==> config.mk <==
export PLATFORM = sky130hd
export DESIGN_NAME = mem_port_arbiter
export DESIGN_NICKNAME = d
export VERILOG_FILES = /design/src/rtl/mem_arb_pkg.sv /design/src/rtl/arb_starve_ctr.sv /design/src/rtl/mem_port_arbiter.sv
export SDC_FILE = /design/constraint.sdc
export NUM_CORES = 1
export LEC_CHECK = 0
export CAP_MARGIN = 40
export CORE_ASPECT_RATIO = 2
export CORE_MARGIN = 2
export CORE_UTILIZATION = 44
export CTS_CLUSTER_DIAMETER = 60
export DETAILED_ROUTE_END_ITERATION = 8
export PLACE_DENSITY_LB_ADDON = 0.25
export SYNTH_ARGS = -nofsm -noshare
export SYNTH_HDL_FRONTEND = slang
export SYNTH_SLANG_ARGS = --single-unit
==> constraint.sdc <==
create_clock -name clk -period 2.4 [get_ports clk]
set_input_delay 0.24 -clock clk [delete_from_list [all_inputs] [get_ports clk]]
set_output_delay 0.24 -clock clk [all_outputs]
set_load 0.03 [all_outputs]
==> src/rtl/mem_arb_pkg.sv <==
// Shared types and default widths for the memory port arbiter.
// Owner and state encodings are also used by the bench.
package mem_arb_pkg;

    localparam int DEF_ADDR_W = 8;
    localparam int DEF_DATA_W = 16;

    typedef enum logic [1:0] {
        IDLE,
        ACCESS,
        RESP
    } state_t;

    typedef enum logic {
        G_IF,
        G_LS
    } owner_t;

endpackage

==> src/rtl/arb_starve_ctr.sv <==
// Saturating count of LS grants taken while a fetch was waiting.
// at_max forces the next grant to the fetch side.
module arb_starve_ctr #(
    parameter int STARVE_MAX = 4
) (
    input  logic clk,
    input  logic rst,
    input  logic inc,
    input  logic clr,
    output logic at_max
);

    localparam int CW = $clog2(STARVE_MAX + 1);

    logic [CW-1:0] cnt;

    assign at_max = (cnt == CW'(STARVE_MAX));

    always_ff @(posedge clk) begin
        if (rst || clr) begin
            cnt <= '0;
        end else if (inc && !at_max) begin
            cnt <= cnt + 1'b1;
        end
    end

endmodule

==> src/rtl/mem_port_arbiter.sv <==
// Serializes IF and LS accesses onto a single req/ack memory port.
// LS wins arbitration unless the starvation counter forces an IF grant.
module mem_port_arbiter
    import mem_arb_pkg::*;
#(
    parameter int ADDR_W     = DEF_ADDR_W,
    parameter int DATA_W     = DEF_DATA_W,
    parameter int STARVE_MAX = 4
) (
    input  logic              clk,
    input  logic              rst,
    input  logic              if_req,
    input  logic [ADDR_W-1:0] if_addr,
    output logic              if_valid,
    output logic [DATA_W-1:0] if_data,
    input  logic              ls_rd_req,
    input  logic              ls_wr_req,
    input  logic [ADDR_W-1:0] ls_addr,
    input  logic [DATA_W-1:0] ls_wdata,
    output logic              ls_ready,
    output logic [DATA_W-1:0] ls_rdata,
    output logic              mem_req,
    output logic              mem_we,
    output logic [ADDR_W-1:0] mem_addr,
    output logic [DATA_W-1:0] mem_wdata,
    input  logic [DATA_W-1:0] mem_rdata,
    input  logic              mem_ack,
    output logic              err,
    output state_t            state_dbg
);

    // Handshake: mem_req rises the cycle after a grant and holds with all
    // mem_* fields stable until the cycle mem_ack=1 is sampled; done pulses
    // (if_valid / ls_ready) are one cycle wide, the cycle after that ack.

    state_t state;
    owner_t owner;

    logic ls_pend;
    logic starve_at_max;
    logic grant_ls;
    logic grant_if;
    logic starve_inc;
    logic starve_clr;

    assign state_dbg = state;
    assign ls_pend   = ls_rd_req | ls_wr_req;

    always_comb begin
        grant_ls   = 1'b0;
        grant_if   = 1'b0;
        starve_inc = 1'b0;
        starve_clr = 1'b0;
        if (state == IDLE) begin
            grant_ls   = ls_pend && !starve_at_max;
            grant_if   = !grant_ls && if_req;
            starve_inc = grant_ls && if_req;
            starve_clr = grant_if || !if_req;
        end
    end

    arb_starve_ctr #(
        .STARVE_MAX(STARVE_MAX)
    ) u_starve (
        .clk    (clk),
        .rst    (rst),
        .inc    (starve_inc),
        .clr    (starve_clr),
        .at_max (starve_at_max)
    );

    always_ff @(posedge clk) begin
        if (rst) begin
            state     <= IDLE;
            owner     <= G_IF;
            mem_req   <= 1'b0;
            mem_we    <= 1'b0;
            mem_addr  <= '0;
            mem_wdata <= '0;
            if_valid  <= 1'b0;
            if_data   <= '0;
            ls_ready  <= 1'b0;
            ls_rdata  <= '0;
            err       <= 1'b0;
        end else begin
            if_valid <= 1'b0;
            ls_ready <= 1'b0;
            if (mem_ack && state != ACCESS) begin
                err <= 1'b1;
            end
            case (state)
                IDLE: begin
                    if (grant_ls) begin
                        owner     <= G_LS;
                        mem_req   <= 1'b1;
                        mem_we    <= ls_wr_req;
                        mem_addr  <= ls_addr;
                        mem_wdata <= ls_wr_req ? ls_wdata : '0;
                        // Conflicting load+store resolves as a store.
                        if (ls_rd_req && ls_wr_req) begin
                            err <= 1'b1;
                        end
                        state <= ACCESS;
                    end else if (grant_if) begin
                        owner     <= G_IF;
                        mem_req   <= 1'b1;
                        mem_we    <= 1'b0;
                        mem_addr  <= if_addr;
                        mem_wdata <= '0;
                        state     <= ACCESS;
                    end
                end
                ACCESS: begin
                    if (mem_ack) begin
                        mem_req <= 1'b0;
                        if (owner == G_IF) begin
                            if_data  <= mem_rdata;
                            if_valid <= 1'b1;
                        end else begin
                            if (!mem_we) begin
                                ls_rdata <= mem_rdata;
                            end
                            ls_ready <= 1'b1;
                        end
                        state <= RESP;
                    end
                end
                RESP: begin
                    state <= IDLE;
                end
                default: begin
                    state <= IDLE;
                end
            endcase
        end
    end

endmodule

==> flow_summary.yaml <==
outcome:
  outcome: "complete, no violations"
floorplanning:
  io_pins: 117
  core-area_um2: 6310
  die_x_um: 61.2
  die-height_um: 118
  start_util: 0.456
  fp.dieArea_um2: 7240
  rows: 41
pwr:
  leakage_nw: 1.50
  p_per_area_nw_per_um2: 708
  vdd_drop_max_v: 0.000480
critical_path:
  path_cells: "clkdlybuf4s50_1"
  critPathLaunchType: "flop"
  path_max_fanout: 14
  crit_type: "reg2out"
  cp_top_family: "buffers and inverters"
  required_ns: 2.16
  reg2reg_slack_ns: 0.64
  reg2reg_to: "mem_addr[6]$_SDFFE_PP0P_"
  rr_worst_depth: 4
  crit_slowest_cell: "clkdlybuf4s50_1"
  critPathBufInv: 1
  end_kind: "output pin"
  max_stage_delay_ns: 0.80
  r2r_start: "state_dbg[1]$_SDFFE_PP0P_"
  critPathArrivalTime_ns: 1.79
global_route:
  antenna_found_initial: 0
  grt_pass1_vias: 2747
  grt_remaining_overflow: 0
  grt_pass1_wl_um: 13000
  grt_max_degree: 26
  track_usage: 0.233
timing:
  fmax_mhz: 494
  maxSlewViolCount: 0
  clock_skew_ns: 0.00398
  worstMarginPinSlew_ns: 0.608
  finalSetupViolCount: 0
  slew_headroom: 0.595
  layout_min_cycle_time_ns: 2.03
  tns_ns: 0
  rsz0062_at_grt: "no"
  hold_violations: 0
  fin_crit_sh: 0.844
route:
  drc: 0
  wl_per_cell_um: 15.3
  drt-pass1-iter-count: 4
  ant_nets: 0
  routed-wl-met3_um: 353
  post_drt_via_cell_ratio: 5.33
  met2RoutedLength_um: 4430
  top_layer: "met4"
  drt_wl_total_um: 7890
  vias: 2750
  wl_met1_um: 2940
  drtIter0Drc: 191
finish:
  area.growth.synth_to_final_pct: 50.5
  nNetsFinal: 481
  final_cell_mix: "clkdlybuf4s50_1 (115), dfxtp_1 (67), a21oi_1 (55), nand2_1 (51), nand3_1 (35)"
  n_fill_cell: 529
  drive_gt1_frac: 0.135
  stdcell_count: 516
  diodes: 0
  seq_area_um2: 1340
  multi_input_area_um2: 1350
  final_common_cell: "clkdlybuf4s50_1"
cts:
  clock-sinks: 67
  numCtsBuffers: 9
  clock_latency_ns: 0.33
  cts_setup_buffers: 0
  htree_levels: 3
  hold_buffers: 0
  cts.clk_slew.worst_paths_ns: 0.05
  cts_resized: 0
  clk_path_buf_depth: 2
  cts_root_buf: "clkbuf_16"
  tritoncts: "yes"
placed_design:
  io_buffers: 116
  dp.final_hpwl_um: 5690
  place.gp.congestion: 0.742
  placedCellCount: 500
hold_path:
  hold_depth: 2
  hp-start: "rst"
  hp-class: "in2reg"
  min_to: "if_data[6]$_SDFFE_PP0P_"
synthesis:
  netlist_instances: 318
  seq_area_frac_synth: 0.466
  syn_area_um2: 2880
  synthesis.nets: 374
  synth_cell_types: 35
  avgSynthCellArea_um2: 9.05
  synth_warnings: 0
  ys_ff_latch: 67
flow_run:
  drv_cap: 0
==> cells by family after synthesis <==
kind of cell | synth area share
compound gates | 0.263
fa+ha+maj | 0.00869
buf+inv | 0.0674
flops | 0.466
simple gates | 0.195
==> registers in the layout, indices dropped and copies added, names as in the netlist <==
signal        count
state_dbg         2
if_data          16
err               1
mem_wdata        16
owner             1
ls_rdata         16
u_starve.cnt      3
mem_addr          8
ls_ready          1
mem_req           1
mem_we            1
if_valid          1
==> stage by stage <==
step | instance area (um2) | setup slack [ns] | hold slack, ns | utilization | power [mW]
3_5_place_dp | 4060 | 0.547 | 0.448 | 0.643 | 1.89
3_3_place_gp | 4050 | 0.488 | 0.442 | 0.642 | 1.88
4_1_cts | 4330 | 0.356 | 0.330 | 0.686 | 3.09
2_1_floorplan | 2880 | 0.917 | 0.320 | - | 1.63
5_1_grt | 4330 | 0.275 | 0.364 | 0.686 | 3.19
6_report | 4330 | 0.375 | 0.334 | 0.686 | 3.07
==> worst max path at each step <==
stage               cells after the start  slack (ns)                   endpoint                       from
floorplan                               6        0.92  ls_rdata[10]$_SDFFE_PP0P_  state_dbg[1]$_SDFFE_PP0P_
global placement                        3        0.49   mem_addr[7]$_SDFFE_PP0P_                  ls_rd_req
detailed placement                      5        0.55   mem_addr[6]$_SDFFE_PP0P_                     if_req
CTS                                     1        0.36               state_dbg[1]  state_dbg[1]$_SDFFE_PP0P_
global route                            1        0.28               state_dbg[1]  state_dbg[1]$_SDFFE_PP0P_
finish                                  1        0.37               state_dbg[1]  state_dbg[1]$_SDFFE_PP0P_
==> cells in the mapped netlist (all sizes together) <==
cell type / number / area, um2
dfxtp: 67 / 1340
a21oi: 55 / 275
nand2: 51 / 191
nand3: 35 / 175
buf: 21 / 149
o21ai: 21 / 105
o211ai: 17 / 213
clkbuf: 10 / 37.5
a311oi: 8 / 114
nor3: 8 / 55.1
nor2: 3 / 13.8
a31oi: 2 / 12.5
ha: 2 / 25.0
inv: 2 / 7.51
nand2b: 2 / 12.5
nor3b: 2 / 26.3
a211o: 1 / 17.5
a211oi: 1 / 12.5
and2: 1 / 6.26
and3b: 1 / 8.76
nand3b: 1 / 20.0
nand4bb: 1 / 11.3
nor2b: 1 / 6.26
nor4b: 1 / 8.76
nor4bb: 1 / 10.0
o21a: 1 / 7.51
or2: 1 / 6.26
or3b: 1 / 8.76
==> power breakdown <==
part	switching, mW	internal (mW)
logic	0.371	0.274
registers	0.0432	1.18
clock network	0.450	0.752
total	0.864	2.20
==> metal layers <==
layer | vias to the layer above | GRT usage
met5 | - | 0
met4 | 0 | 0.0938
met3 | 15 | 0.0492
met2 | 91 | 0.413
met1 | 1299 | 0.253
li1 | 1345 | -
==> cell type report <==
cell class,instances,area share
multi-input combinational,218,0.311
clock inverter,2,0.00231
sequential,67,0.310
timing repair buffer,127,0.289
inverter,2,0.00173
tap,86,0.0248
clock buffer,14,0.0610
==> worst register-to-register path, stage by stage, from the launching register on <==
cell      delay, ns
dfxtp_1        0.65
or3b_1         0.48
buf_12         0.23
nand2_1        0.08
a311oi_2       0.24
Note: power is estimated with default switching activity, not from simulation.
